$ cat src/rtl/hwpe_stream_package.sv
// Shared types for the HWPE-Stream TCDM reader: control/flag records and the FSM state encoding.
package hwpe_stream_package;

    localparam int unsigned TcdmReaderAddrW = 32;
    localparam int unsigned TcdmReaderDataW = 32;
    localparam int unsigned TcdmReaderCntW  = 16;

    typedef struct packed {
        logic [TcdmReaderAddrW-1:0] base_addr;
        logic [TcdmReaderAddrW-1:0] stride;
        logic [TcdmReaderCntW-1:0]  words;
    } ctrl_tcdm_reader_t;

    typedef struct packed {
        logic busy;
        logic done;
    } flags_tcdm_reader_t;

    typedef enum logic [1:0] {
        StIdle,
        StIssue,
        StWait,
        StDone
    } tcdm_reader_state_t;

endpackage

$ cat src/rtl/hwpe_stream_addressgen_1d.sv
// 1-D address generator: latches base/stride/length, steps the address per granted request
// and flags the request that completes the transfer.
module hwpe_stream_addressgen_1d #(
    parameter int unsigned ADDR_WIDTH = 32,
    parameter int unsigned CNT_WIDTH  = 16
) (
    input  logic                  clk_i,
    input  logic                  rst_ni,
    input  logic                  clear_i,
    input  logic                  load_i,
    input  logic                  advance_i,
    input  logic [ADDR_WIDTH-1:0] base_addr_i,
    input  logic [ADDR_WIDTH-1:0] stride_i,
    input  logic [CNT_WIDTH-1:0]  words_i,
    output logic [ADDR_WIDTH-1:0] addr_o,
    output logic [CNT_WIDTH-1:0]  words_o,
    output logic [CNT_WIDTH-1:0]  req_cnt_o,
    output logic                  last_o
);

    logic [ADDR_WIDTH-1:0] addr_q, addr_d, stride_q, stride_d;
    logic [CNT_WIDTH-1:0]  words_q, words_d, cnt_q, cnt_d;
    logic [CNT_WIDTH-1:0]  cnt_inc;

    assign cnt_inc = cnt_q + CNT_WIDTH'(1);

    always_comb begin
        addr_d   = addr_q;
        stride_d = stride_q;
        words_d  = words_q;
        cnt_d    = cnt_q;
        if (clear_i) begin
            addr_d   = '0;
            stride_d = '0;
            words_d  = '0;
            cnt_d    = '0;
        end else if (load_i) begin
            addr_d   = base_addr_i;
            stride_d = stride_i;
            words_d  = words_i;
            cnt_d    = '0;
        end else if (advance_i) begin
            // Two's-complement stride: plain modular add covers negative steps and wrap.
            addr_d = addr_q + stride_q;
            cnt_d  = cnt_inc;
        end
    end

    always_ff @(posedge clk_i or negedge rst_ni) begin
        if (!rst_ni) begin
            addr_q   <= '0;
            stride_q <= '0;
            words_q  <= '0;
            cnt_q    <= '0;
        end else begin
            addr_q   <= addr_d;
            stride_q <= stride_d;
            words_q  <= words_d;
            cnt_q    <= cnt_d;
        end
    end

    assign addr_o    = addr_q;
    assign words_o   = words_q;
    assign req_cnt_o = cnt_q;
    assign last_o    = advance_i && (cnt_inc == words_q);

endmodule

$ cat src/rtl/hwpe_stream_tcdm_reader.sv
// Strided TCDM read engine: issues a run of loads, forwards responses as a HWPE-Stream
// and pulses done once every response has been streamed out.
module hwpe_stream_tcdm_reader
    import hwpe_stream_package::*;
#(
    parameter int unsigned ADDR_WIDTH = TcdmReaderAddrW,
    parameter int unsigned DATA_WIDTH = TcdmReaderDataW,
    parameter int unsigned CNT_WIDTH  = TcdmReaderCntW
) (
    input  logic                    clk_i,
    input  logic                    rst_ni,
    input  logic                    clear_i,
    input  logic                    start_i,
    input  logic [ADDR_WIDTH-1:0]   base_addr_i,
    input  logic [ADDR_WIDTH-1:0]   stride_i,
    input  logic [CNT_WIDTH-1:0]    words_i,
    output logic                    busy_o,
    output logic                    done_o,
    output logic                    tcdm_req_o,
    input  logic                    tcdm_gnt_i,
    output logic [ADDR_WIDTH-1:0]   tcdm_add_o,
    output logic                    tcdm_wen_o,
    output logic [DATA_WIDTH/8-1:0] tcdm_be_o,
    output logic [DATA_WIDTH-1:0]   tcdm_data_o,
    input  logic                    tcdm_r_valid_i,
    input  logic [DATA_WIDTH-1:0]   tcdm_r_data_i,
    output logic                    tcdm_fifo_ready_o,
    output logic                    out_valid_o,
    input  logic                    out_ready_i,
    output logic [DATA_WIDTH-1:0]   out_data_o,
    output logic [DATA_WIDTH/8-1:0] out_strb_o
);

    tcdm_reader_state_t state_q;
    flags_tcdm_reader_t flags_q;
    logic [CNT_WIDTH-1:0] rsp_cnt_q, rsp_cnt_inc, req_cnt, words_q;
    logic load, advance, last;

    assign load        = (state_q == StIdle) && start_i && !clear_i;
    assign advance     = (state_q == StIssue) && tcdm_gnt_i && !clear_i;
    assign rsp_cnt_inc = rsp_cnt_q + CNT_WIDTH'(tcdm_r_valid_i);

    hwpe_stream_addressgen_1d #(
        .ADDR_WIDTH (ADDR_WIDTH),
        .CNT_WIDTH  (CNT_WIDTH)
    ) u_addressgen (
        .clk_i       (clk_i),
        .rst_ni      (rst_ni),
        .clear_i     (clear_i),
        .load_i      (load),
        .advance_i   (advance),
        .base_addr_i (base_addr_i),
        .stride_i    (stride_i),
        .words_i     (words_i),
        .addr_o      (tcdm_add_o),
        .words_o     (words_q),
        .req_cnt_o   (req_cnt),
        .last_o      (last)
    );

    always_ff @(posedge clk_i or negedge rst_ni) begin
        if (!rst_ni) begin
            state_q   <= StIdle;
            rsp_cnt_q <= '0;
            flags_q   <= '0;
        end else if (clear_i) begin
            state_q   <= StIdle;
            rsp_cnt_q <= '0;
            flags_q   <= '0;
        end else begin
            unique case (state_q)
                StIdle: begin
                    if (start_i) begin
                        rsp_cnt_q <= '0;
                        if (words_i == '0) begin
                            state_q <= StDone;
                            flags_q <= '{busy: 1'b0, done: 1'b1};
                        end else begin
                            state_q <= StIssue;
                            flags_q <= '{busy: 1'b1, done: 1'b0};
                        end
                    end
                end
                StIssue: begin
                    rsp_cnt_q <= rsp_cnt_inc;
                    if (last) state_q <= StWait;
                end
                StWait: begin
                    rsp_cnt_q <= rsp_cnt_inc;
                    if (rsp_cnt_inc == words_q) begin
                        state_q <= StDone;
                        flags_q <= '{busy: 1'b0, done: 1'b1};
                    end
                end
                StDone: begin
                    state_q <= StIdle;
                    flags_q <= '0;
                end
                default: begin
                    state_q <= StIdle;
                    flags_q <= '0;
                end
            endcase
        end
    end

    assign busy_o      = flags_q.busy;
    assign done_o      = flags_q.done;
    assign tcdm_req_o  = (state_q == StIssue);
    assign tcdm_wen_o  = 1'b1;
    assign tcdm_be_o   = '1;
    assign tcdm_data_o = '0;

    // The upstream FIFO only presents a response while ready is high, so no buffering here.
    assign tcdm_fifo_ready_o = out_ready_i;
    assign out_valid_o       = tcdm_r_valid_i;
    assign out_data_o        = tcdm_r_data_i;
    assign out_strb_o        = '1;

`ifndef SYNTHESIS
    rsp_outside_transfer: assert property (@(posedge clk_i) disable iff (!rst_ni)
        !(tcdm_r_valid_i && ((state_q == StIdle) || (state_q == StDone))));
    outstanding_nonneg: assert property (@(posedge clk_i) disable iff (!rst_ni)
        req_cnt >= rsp_cnt_q);
`endif

endmodule
$ cat config.mk
export PLATFORM = sky130hd
export DESIGN_NAME = hwpe_stream_tcdm_reader
export DESIGN_NICKNAME = d
export VERILOG_FILES = /design/src/rtl/hwpe_stream_package.sv /design/src/rtl/hwpe_stream_addressgen_1d.sv /design/src/rtl/hwpe_stream_tcdm_reader.sv
export SDC_FILE = /design/constraint.sdc
export NUM_CORES = 1
export LEC_CHECK = 0
export ABC_AREA = 1
export CAP_MARGIN = 20
export CORE_UTILIZATION = 37
export DETAILED_ROUTE_END_ITERATION = 8
export PLACE_DENSITY = 0.74
export SETUP_SLACK_MARGIN = 0.5
export SKIP_LAST_GASP = 1
export SYNTH_ARGS = -nofsm -noshare
export SYNTH_HDL_FRONTEND = slang
export SYNTH_HIERARCHICAL = 1
export SYNTH_SLANG_ARGS = --single-unit
$ cat constraint.sdc
create_clock -name clk_i -period 2.6 [get_ports clk_i]
set_clock_uncertainty 0.05 [all_clocks]
set_input_delay 0.52 -clock clk_i [delete_from_list [all_inputs] [get_ports clk_i]]
set_output_delay 0.52 -clock clk_i [all_outputs]
set_load 0.02 [all_outputs]
==> report_table.html, run 1 <==
<table>
<tr><th>Metric</th><th>Value</th></tr>
<tr><th colspan="2">STA</th></tr>
<tr><td>Worst max-slew margin expressed relative to the limit</td><td>between 60% and 70%</td></tr>
<tr><td>Achievable clock frequency</td><td>0.470 GHz</td></tr>
<tr><td>Final min period</td><td>2.13 ns</td></tr>
<tr><td>Slew at the pin closest to its max-slew limit</td><td>0.544 ns</td></tr>
<tr><td>Setup TNS</td><td>0 ns</td></tr>
<tr><td>Number of hold violations in the final report</td><td>0</td></tr>
<tr><td>Number of setup violations in the final report</td><td>0</td></tr>
<tr><td>Post-route clock period utilization</td><td>81.8%</td></tr>
<tr><td>Unrepaired setup endpoints after global routing</td><td>yes</td></tr>
<tr><td>Final number of max-transition violations</td><td>0</td></tr>
<tr><td>Minimum setup slack in the final design</td><td>0.473 ns</td></tr>
<tr><th colspan="2">Floorplan</th></tr>
<tr><td>Number of standard-cell rows in the floorplan</td><td>57</td></tr>
<tr><td>Starting utilization of the core area</td><td>between 30% and 40%</td></tr>
<tr><td>Chip height</td><td>159 µm</td></tr>
<tr><td>Top-level port count</td><td>229</td></tr>
<tr><td>Core Area</td><td>0.0242 mm²</td></tr>
<tr><td>Overall die width</td><td>159 µm</td></tr>
<tr><td>Die area</td><td>0.0253 mm²</td></tr>
<tr><th colspan="2">Critical path</th></tr>
<tr><td>Path type of the worst setup path</td><td>reg2reg</td></tr>
<tr><td>Arrival @ worst endpoint</td><td>2.39 ns</td></tr>
<tr><td>Data required, critical path</td><td>2.86 ns</td></tr>
<tr><td>Type of origin of the critical path</td><td>flip-flop</td></tr>
<tr><td>CP max FO</td><td>4</td></tr>
<tr><td>R2r startpoint</td><td>u_addressgen/req_cnt_o[1]</td></tr>
<tr><td>CP Capture Type</td><td>flip-flop</td></tr>
<tr><td>Critical Path Start</td><td>u_addressgen/req_cnt_o[1]</td></tr>
<tr><th colspan="2">Synthesis</th></tr>
<tr><td>Synth warn</td><td>6</td></tr>
<tr><td>Library cell with the largest summed area after synthesis</td><td>sky130_fd_sc_hd__dfrtp_1</td></tr>
<tr><td>Distinct cell type count after synthesis</td><td>48</td></tr>
<tr><td>Synth area leaders</td><td>sky130_fd_sc_hd__dfrtp_1, sky130_fd_sc_hd__nand2_1, sky130_fd_sc_hd__inv_1</td></tr>
<tr><td>Gate count of the mapped netlist</td><td>1383</td></tr>
<tr><td>Share of synthesized flip-flops with an asynchronous set or reset</td><td>100%</td></tr>
<tr><td>Number of synthesized flops with an enable pin</td><td>0</td></tr>
<tr><td>Top cell type's share of synthesized area</td><td>31.8%</td></tr>
<tr><td>Area of the mapped netlist</td><td>about 0.0091 mm²</td></tr>
<tr><td>Average cell area after synthesis</td><td>6.60 µm²</td></tr>
<tr><td>Number of synthesized register bits</td><td>116</td></tr>
<tr><td>Post-synthesis sequential area ratio</td><td>31.8%</td></tr>
<tr><td>Most common flop cell mapped by yosys</td><td>sky130_fd_sc_hd__dfrtp_1</td></tr>
<tr><th colspan="2">Pwr</th></tr>
<tr><td>Leakage power</td><td>5.66 nW</td></tr>
<tr><td>Power Dens Cells</td><td>between 600 and 700 mW/mm²</td></tr>
<tr><td>Worst IR Drop VDD</td><td>346 µV</td></tr>
<tr><th colspan="2">Routing</th></tr>
<tr><td>Antenna Nets Post-Route</td><td>0</td></tr>
<tr><td>Iteration-0 DRC count of the detailed router</td><td>between 500 and 600</td></tr>
<tr><td>Drt total wl</td><td>27.5 mm</td></tr>
<tr><td>Vias per inst</td><td>5.01</td></tr>
<tr><td>First drt pass iteration count</td><td>8</td></tr>
<tr><td>Routed length per placed instance</td><td>14.9 µm</td></tr>
<tr><td>Drc violations</td><td>0</td></tr>
<tr><td>Total number of vias</td><td>about 9200</td></tr>
<tr><th colspan="2">Clocking</th></tr>
<tr><td>CTS sink cnt</td><td>116</td></tr>
<tr><td>Hold buffer count at cts</td><td>0</td></tr>
<tr><td>Clock root buffer</td><td>sky130_fd_sc_hd__clkbuf_16</td></tr>
<tr><td>Clk buf depth</td><td>2</td></tr>
<tr><td>CTS Buf Count</td><td>17</td></tr>
<tr><td>Clk pin slew, worst setup/hold paths</td><td>roughly 0.060 ns</td></tr>
<tr><td>CTS tree</td><td>built</td></tr>
<tr><td>Clock insertion delay at the later pin of the skew report</td><td>0.42 ns</td></tr>
<tr><td>H-tree levels</td><td>4</td></tr>
<tr><th colspan="2">Layout</th></tr>
<tr><td>Ratio of cells with drive above 1 in the final layout</td><td>16.0%</td></tr>
<tr><td>Final standard cell area without fillers</td><td>0.0118 mm²</td></tr>
<tr><td># nets final</td><td>roughly 1700</td></tr>
<tr><td>Area delta synth-&gt;final</td><td>29.8%</td></tr>
<tr><td>Antenna diodes</td><td>0</td></tr>
<tr><th colspan="2">Placed design</th></tr>
<tr><td>Area after detailed placement</td><td>between 0.01 and 0.015 mm²</td></tr>
<tr><td>DP Worst Slack</td><td>-0.0931 ns</td></tr>
<tr><td>HPWL after detailed placement</td><td>between 15 and 20 mm</td></tr>
<tr><td>Placer Congestion</td><td>0.927</td></tr>
<tr><td>Count of buffers from port buffering</td><td>around 120</td></tr>
<tr><th colspan="2">Global routing</th></tr>
<tr><td>Global Route Usage Sum</td><td>21.2%</td></tr>
<tr><td>Via count of the first global-routing pass</td><td>8934</td></tr>
<tr><td>Wire length of the first global-routing pass</td><td>43.4 mm</td></tr>
<tr><td>Grt ovf</td><td>0</td></tr>
<tr><td>Initial antenna violation count</td><td>2</td></tr>
<tr><td>Pin count of the biggest net entering global routing</td><td>64</td></tr>
<tr><th colspan="2">Job</th></tr>
<tr><td>Max Cap Viol</td><td>0</td></tr>
<tr><th colspan="2">Min path</th></tr>
<tr><td>Path class of the lowest-slack min-delay path</td><td>in2async</td></tr>
<tr><th colspan="2">Run status</th></tr>
<tr><td>Outcome</td><td>complete, no violations</td></tr>
</table>
-- registers in the layout (all words and copies together), names as in the netlist --
register,count
busy_o,1
done_o,1
u_addressgen/stride_q,32
u_addressgen/addr_o,32
u_addressgen/req_cnt_o,16
u_addressgen/words_o,16
state_q,2
rsp_cnt_q,16
-- cells in the final DEF (no fill, tap or decap), types with 4 or more instances in the layout --
cell,count
sky130_fd_sc_hd__nor3_1,9
sky130_fd_sc_hd__nand2_2,37
sky130_fd_sc_hd__nor4_1,4
sky130_fd_sc_hd__nor2_4,14
sky130_fd_sc_hd__ha_1,8
sky130_fd_sc_hd__nand4_1,14
sky130_fd_sc_hd__conb_1,41
sky130_fd_sc_hd__xor2_1,20
sky130_fd_sc_hd__ha_4,23
sky130_fd_sc_hd__nand2_1,431
sky130_fd_sc_hd__a21oi_2,10
sky130_fd_sc_hd__clkbuf_16,18
sky130_fd_sc_hd__nor2_2,16
sky130_fd_sc_hd__inv_2,5
sky130_fd_sc_hd__buf_4,48
sky130_fd_sc_hd__o21bai_1,6
sky130_fd_sc_hd__nand3_1,75
sky130_fd_sc_hd__buf_12,4
sky130_fd_sc_hd__dfrtp_2,12
sky130_fd_sc_hd__clkinv_2,4
sky130_fd_sc_hd__nand3_2,11
sky130_fd_sc_hd__ha_2,8
sky130_fd_sc_hd__nand3b_1,6
sky130_fd_sc_hd__nor2_1,118
sky130_fd_sc_hd__dfrtp_1,104
sky130_fd_sc_hd__nand2_4,12
sky130_fd_sc_hd__clkinvlp_4,4
sky130_fd_sc_hd__o31ai_1,5
sky130_fd_sc_hd__o22ai_1,37
sky130_fd_sc_hd__clkdlybuf4s50_1,114
sky130_fd_sc_hd__a21oi_1,21
sky130_fd_sc_hd__o21ai_1,6
sky130_fd_sc_hd__inv_1,160
sky130_fd_sc_hd__o21ai_0,70
-- path summary, 6_finish.rpt --
check | to | slack [ns] | cells after the start
max reg2reg | state_q[0] | 0.47 | 15
min | rsp_cnt_q[9] | 0.03 | 1
min reg2reg | done_o | 0.44 | 2
max | state_q[0] | 0.47 | 15
min in group clk_i | done_o | 0.44 | 2
max in group asynchronous | u_addressgen/addr_o[26] | 1.79 | 2
-- cell families after synthesis --
logic type | count (synthesis) | share of synthesized area, %
fa+ha+maj | 40 | 5.57
other cells | 2 | 0.0823
xor+xnor | 26 | 2.73
flops | 116 | 31.8
mux | 3 | 0.343
simple gates | 754 | 34.6
compound gates | 166 | 10.2
buf+inv | 276 | 14.7
-- critical path, cell delays in order (launching register included) --
cell and delay (ns):
sky130_fd_sc_hd__dfrtp_1 0.41, sky130_fd_sc_hd__ha_4 0.19, sky130_fd_sc_hd__nand3_2 0.11, sky130_fd_sc_hd__inv_1 0.10, sky130_fd_sc_hd__nand3_1 0.11, sky130_fd_sc_hd__inv_1 0.08
sky130_fd_sc_hd__nand4_1 0.06, sky130_fd_sc_hd__nand2_1 0.15, sky130_fd_sc_hd__xor2_1 0.18, sky130_fd_sc_hd__nand2_1 0.09, sky130_fd_sc_hd__nor2_2 0.17, sky130_fd_sc_hd__o21ai_1 0.09
sky130_fd_sc_hd__inv_2 0.08, sky130_fd_sc_hd__nand2_2 0.05, sky130_fd_sc_hd__nand2_1 0.05, sky130_fd_sc_hd__nand2_1 0.05
-- per-layer routing --
layer	global-route usage, %	up-vias	wire length [µm]
li1	-	4522	-
met1	25.4	4342	11600
met2	37.1	308	13700
met3	4.45	58	1460
met4	8.00	4	688
met5	0	-	27
-- cells in the mapped netlist, drive strengths merged (3+ instances only) --
library cell	instances
nand4	14
nand3	86
clkbuf	22
dfrtp	116
xor2	22
nor2	148
o21ai	78
ha	39
xnor2	3
nor3	10
a21oi	32
o22ai	37
nand3b	6
nand2	480
o31ai	5
o21bai	6
inv	167
buf	86
nor4	4
-- report_power, final --
group / leakage [nW] / internal, mW / total [mW] / switching [mW]
Combinational: 3.83 / 1.45 / 3.39 / 1.94
Clock: 0.262 / 1.35 / 2.21 / 0.861
Sequential: 1.57 / 2.09 / 2.45 / 0.359
-- cell type report --
cell class	instances	area [µm²]
tap	324	405
clock inverter	9	81.3
fill	2389	12400
multi-input combinational	1030	5660
timing repair buffer	174	1670
clock buffer	22	464
inverter	168	642
sequential	116	2920
-- timing repair --
| item | in CTS | in global routing |
|---|---|---|
| setup endpoints to repair | 51 | 43 |
| pin swaps | 10 | 38 |
| buffers inserted | 9 | 16 |
| resized for setup | 48 | 115 |
| gates cloned | 0 | 1 |
-- per-stage QoR --
step / hold WS, ns / instances / power, mW / util [%]
final: 0.0318 / 1843 / 8.05 / 48.8
after global placement: 0.429 / 1786 / 5.27 / 43.0
after floorplan: 0.174 / 1422 / 4.27 / -
after CTS: 0.0441 / 1826 / 7.68 / 46.2
after global routing: 0.0645 / 1843 / 8.49 / 48.8
after detailed placement: 0.430 / 1786 / 5.31 / 43.0
Power figures use the tool's default switching activity.
==> run 2, diff against run 1 <==
- PLACE_DENSITY: 0.74 -> 0.76
- clock period: 2.6 -> 1.85 ns (I/O delays scaled with it)
==> run 2 against run 1 <==
Against the previous run: the run now ends with setup timing left; worst setup slack got worse by 0.86 ns; sequential power rose by 39%; utilization rose by 12 points; first-iteration DRC count rose by 94%; combinational power rose by 130%; sequential share of layout area fell by 5.0 points; die area did not move; maximum frequency fell by 4.7%; largest power group unchanged.
==> report_table.html, run 2 (same netlist as run 1, synthesis figures left out) <==
<table>
<tr><th>Metric</th><th>Value</th></tr>
<tr><th colspan="2">Pwr</th></tr>
<tr><td>Power Dens Cells</td><td>974 mW/mm² (was 680 mW/mm²)</td></tr>
<tr><td>Worst IR Drop VDD</td><td>785 µV (was 346 µV)</td></tr>
<tr><td>Leakage power</td><td>7.27 nW (was 5.66 nW)</td></tr>
<tr><td>Total Power</td><td>14.5 mW (was 8.05 mW)</td></tr>
<tr><th colspan="2">STA</th></tr>
<tr><td>Unrepaired setup endpoints after global routing</td><td>yes (unchanged)</td></tr>
<tr><td>Minimum setup slack in the final design</td><td>-0.383 ns (was 0.473 ns)</td></tr>
<tr><td>Final min period</td><td>2.23 ns (was 2.13 ns)</td></tr>
<tr><td>Number of setup violations in the final report</td><td>114 (was 0)</td></tr>
<tr><td>Final number of max-transition violations</td><td>0 (unchanged)</td></tr>
<tr><td>Achievable clock frequency</td><td>0.448 GHz (was 0.470 GHz)</td></tr>
<tr><td>Number of hold violations in the final report</td><td>0 (unchanged)</td></tr>
<tr><td>Setup TNS</td><td>-16.36 ns (was 0 ns)</td></tr>
<tr><td>Worst Hold Margin</td><td>0.373 ns (was 0.0318 ns)</td></tr>
<tr><td>Post-route clock period utilization</td><td>121% (was 81.8%)</td></tr>
<tr><th colspan="2">Floorplan</th></tr>
<tr><td>Overall die width</td><td>159 µm (unchanged)</td></tr>
<tr><td>Starting utilization of the core area</td><td>37.6% (unchanged)</td></tr>
<tr><td>Die area</td><td>0.0253 mm² (unchanged)</td></tr>
<tr><td>Core Area</td><td>0.0242 mm² (unchanged)</td></tr>
<tr><td>Top-level port count</td><td>229 (unchanged)</td></tr>
<tr><td>Number of standard-cell rows in the floorplan</td><td>57 (unchanged)</td></tr>
<tr><td>Chip height</td><td>159 µm (unchanged)</td></tr>
<tr><th colspan="2">Clocking</th></tr>
<tr><td>CTS Buf Count</td><td>17 (unchanged)</td></tr>
<tr><td>Clock root buffer</td><td>sky130_fd_sc_hd__clkbuf_16 (unchanged)</td></tr>
<tr><td>CTS tree</td><td>built (unchanged)</td></tr>
<tr><td>Clk buf depth</td><td>2 (unchanged)</td></tr>
<tr><td>Clk pin slew, worst setup/hold paths</td><td>0.06 ns (about the same)</td></tr>
<tr><td>CTS sink cnt</td><td>116 (unchanged)</td></tr>
<tr><td>H-tree levels</td><td>4 (unchanged)</td></tr>
<tr><td>Clock insertion delay at the later pin of the skew report</td><td>0.43 ns (was 0.42 ns)</td></tr>
<tr><th colspan="2">Routing</th></tr>
<tr><td>Antenna Nets Post-Route</td><td>0 (unchanged)</td></tr>
<tr><td>Iteration-0 DRC count of the detailed router</td><td>1057 (was 546)</td></tr>
<tr><td>Vias per inst</td><td>5.27 (was 5.01)</td></tr>
<tr><td>First drt pass iteration count</td><td>7 (was 8)</td></tr>
<tr><td>Drc violations</td><td>0 (unchanged)</td></tr>
<tr><td>Routed length per placed instance</td><td>17.8 µm (was 14.9 µm)</td></tr>
<tr><td>Drt total wl</td><td>36.4 mm (was 27.5 mm)</td></tr>
<tr><td>Total number of vias</td><td>10768 (was 9234)</td></tr>
<tr><th colspan="2">Layout</th></tr>
<tr><td>Fin util</td><td>61.3% (was 48.8%)</td></tr>
<tr><td>Ratio of cells with drive above 1 in the final layout</td><td>35.8% (was 16.0%)</td></tr>
<tr><td>Final standard cell area without fillers</td><td>0.0149 mm² (was 0.0118 mm²)</td></tr>
<tr><td>Final-layout fill cell count</td><td>1954 (was 2389)</td></tr>
<tr><td>Register area</td><td>0.00291 mm² (was 0.00292 mm²)</td></tr>
<tr><td>Antenna diodes</td><td>0 (unchanged)</td></tr>
<tr><td>Commonest cells after routing, fill and taps aside</td><td>sky130_fd_sc_hd__nand2_1, sky130_fd_sc_hd__buf_4, sky130_fd_sc_hd__inv_1 (was sky130_fd_sc_hd__nand2_1, sky130_fd_sc_hd__inv_1, sky130_fd_sc_hd__nor2_1)</td></tr>
<tr><td>Footprint of the multi-input gates</td><td>0.00654 mm² (was 0.00566 mm²)</td></tr>
<tr><td>Area delta synth-&gt;final</td><td>62.9% (was 29.8%)</td></tr>
<tr><td># nets final</td><td>1866 (was 1666)</td></tr>
<tr><td>Most common cell after layout, fill and taps aside</td><td>sky130_fd_sc_hd__nand2_1 (unchanged)</td></tr>
<tr><th colspan="2">Run status</th></tr>
<tr><td>Violations in the final reports</td><td>setup timing</td></tr>
<tr><td>Outcome</td><td>finished with violations (was complete, no violations)</td></tr>
<tr><th colspan="2">Critical path</th></tr>
<tr><td>Cell seen most often among critical-path stages</td><td>sky130_fd_sc_hd__nor2_4 (was sky130_fd_sc_hd__nand2_1)</td></tr>
<tr><td>Standard cell with the maximum stage delay on the critical path</td><td>sky130_fd_sc_hd__dfrtp_1 (unchanged)</td></tr>
<tr><td>Worst reg-to-reg setup slack</td><td>-0.38 ns (was 0.47 ns)</td></tr>
<tr><td>Number of buffer and inverter stages on the critical path</td><td>6 (was 3)</td></tr>
<tr><td>Cells traversed along the worst timing path</td><td>inv_2 &gt; buf_6 &gt; ha_4 &gt; nand2_4 &gt; nor2_4 &gt; buf_6 &gt; nor2_4 &gt; inv_2 &gt; nor2_4 &gt; nor2_4 &gt; clkinv_4 &gt; buf_6 &gt; nor2_2 &gt; o21ai_0 &gt; nand2_1 (was ha_4 &gt; nand3_2 &gt; inv_1 &gt; nand3_1 &gt; inv_1 &gt; nand4_1 &gt; nand2_1 &gt; xor2_1 &gt; nand2_1 &gt; nor2_2 &gt; o21ai_1 &gt; inv_2 &gt; nand2_2 &gt; nand2_1 &gt; nand2_1)</td></tr>
<tr><td>Path type of the worst setup path</td><td>reg2reg (unchanged)</td></tr>
<tr><td>Family with the most delay on the worst path</td><td>buffers and inverters (was simple AND/OR/NAND/NOR gates)</td></tr>
<tr><td>Arrival @ worst endpoint</td><td>2.54 ns (was 2.39 ns)</td></tr>
<tr><td>Type of origin of the critical path</td><td>flip-flop (unchanged)</td></tr>
<tr><td>Data required, critical path</td><td>2.16 ns (was 2.86 ns)</td></tr>
<tr><td>CP Capture Type</td><td>flip-flop (unchanged)</td></tr>
<tr><td>Stage delay of the slowest cell on the critical path</td><td>0.39 ns (was 0.41 ns)</td></tr>
<tr><td>CP max FO</td><td>6 (was 4)</td></tr>
<tr><th colspan="2">Global routing</th></tr>
<tr><td>Initial antenna violation count</td><td>1 (was 2)</td></tr>
<tr><td>Global Route Usage Sum</td><td>24.8% (was 21.2%)</td></tr>
<tr><td>Pin count of the biggest net entering global routing</td><td>60 (was 64)</td></tr>
<tr><td>Grt ovf</td><td>0 (unchanged)</td></tr>
<tr><td>Via count of the first global-routing pass</td><td>10239 (was 8934)</td></tr>
<tr><td>Wire length of the first global-routing pass</td><td>50.2 mm (was 43.4 mm)</td></tr>
<tr><th colspan="2">Placed design</th></tr>
<tr><td>Placer Congestion</td><td>0.924 (was 0.927)</td></tr>
<tr><td>Area after detailed placement</td><td>0.0120 mm² (was 0.0104 mm²)</td></tr>
<tr><td>HPWL after detailed placement</td><td>21.7 mm (was 19.6 mm)</td></tr>
<tr><td>Count of buffers from port buffering</td><td>121 (unchanged)</td></tr>
<tr><th colspan="2">Min path</th></tr>
<tr><td>Path class of the lowest-slack min-delay path</td><td>in2async (unchanged)</td></tr>
<tr><th colspan="2">Job</th></tr>
<tr><td>Max Cap Viol</td><td>0 (unchanged)</td></tr>
</table>
run 2: final timing paths:
| check | cells past startpoint | endpoint | startpoint |
|---|---|---|---|
| worst max-delay path | 15 | u_addressgen/addr_o[11] | state_q[1] |
| worst min-delay path | 2 | u_addressgen/req_cnt_o[9] | rst_ni |
| worst max register to register | 15 | u_addressgen/addr_o[11] | state_q[1] |
| worst min register to register | 2 | u_addressgen/stride_q[24] | u_addressgen/stride_q[24] |
| max in group asynchronous | 3 | u_addressgen/stride_q[20] | rst_ni |
| min in group clk_i | 3 | u_addressgen/words_o[0] | clear_i |
run 2: worst reg2reg max path: stages, from the launching register on:
cell,delay [ns]
sky130_fd_sc_hd__dfrtp_1,0.39
sky130_fd_sc_hd__inv_2,0.10
sky130_fd_sc_hd__buf_6,0.12
sky130_fd_sc_hd__ha_4,0.15
sky130_fd_sc_hd__nand2_4,0.05
sky130_fd_sc_hd__nor2_4,0.18
sky130_fd_sc_hd__buf_6,0.14
sky130_fd_sc_hd__nor2_4,0.04
sky130_fd_sc_hd__inv_2,0.08
sky130_fd_sc_hd__nor2_4,0.05
sky130_fd_sc_hd__nor2_4,0.21
sky130_fd_sc_hd__clkinv_4,0.18
sky130_fd_sc_hd__buf_6,0.18
sky130_fd_sc_hd__nor2_2,0.08
sky130_fd_sc_hd__o21ai_0,0.10
sky130_fd_sc_hd__nand2_1,0.08
run 2: area by class of cell:
cell class | count | share of cell area, %
Tap cell | 324 | 2.73
Timing Repair inverter | 2 | 0.101
Inverter | 168 | 4.44
Clock inverter | 9 | 0.690
Clock buffer | 22 | 3.26
Multi-Input combinational cell | 1030 | 44.0
Sequential cell | 116 | 19.6
Timing Repair Buffer | 372 | 25.2
run 2: through the flow:
step / worst slack (ns) / cells
global route: -0.473 / 2043
finish: -0.383 / 2043
floorplan: -0.114 / 1422
CTS: -0.206 / 2008
global placement: -0.630 / 1946
detailed placement: -0.699 / 1946
run 2: power by group:
group	switching [mW]	internal [mW]
Sequential	0.474	2.93
Clock	1.25	2.11
Combinational	3.99	3.72
run 2: metal layers:
metal / vias to the layer above / share of wire (%) / GRT usage (%)
met2: 611 / 49 / 42.8
met1: 5031 / 38 / 29.2
li1: 4945 / - / -
met5: - / 0.036 / 0
met3: 179 / 8.3 / 5.37
met4: 2 / 5.4 / 12.1
run 2: timing repair:
item / in CTS / in global routing
resized for setup: 288 / 329
pin swaps: 36 / 49
setup buffers: 23 / 24
endpoints found under the hold margin: 25 / 0
cloned: 7 / 11
setup endpoints to repair: 152 / 152
hold buffers: 1 / 0
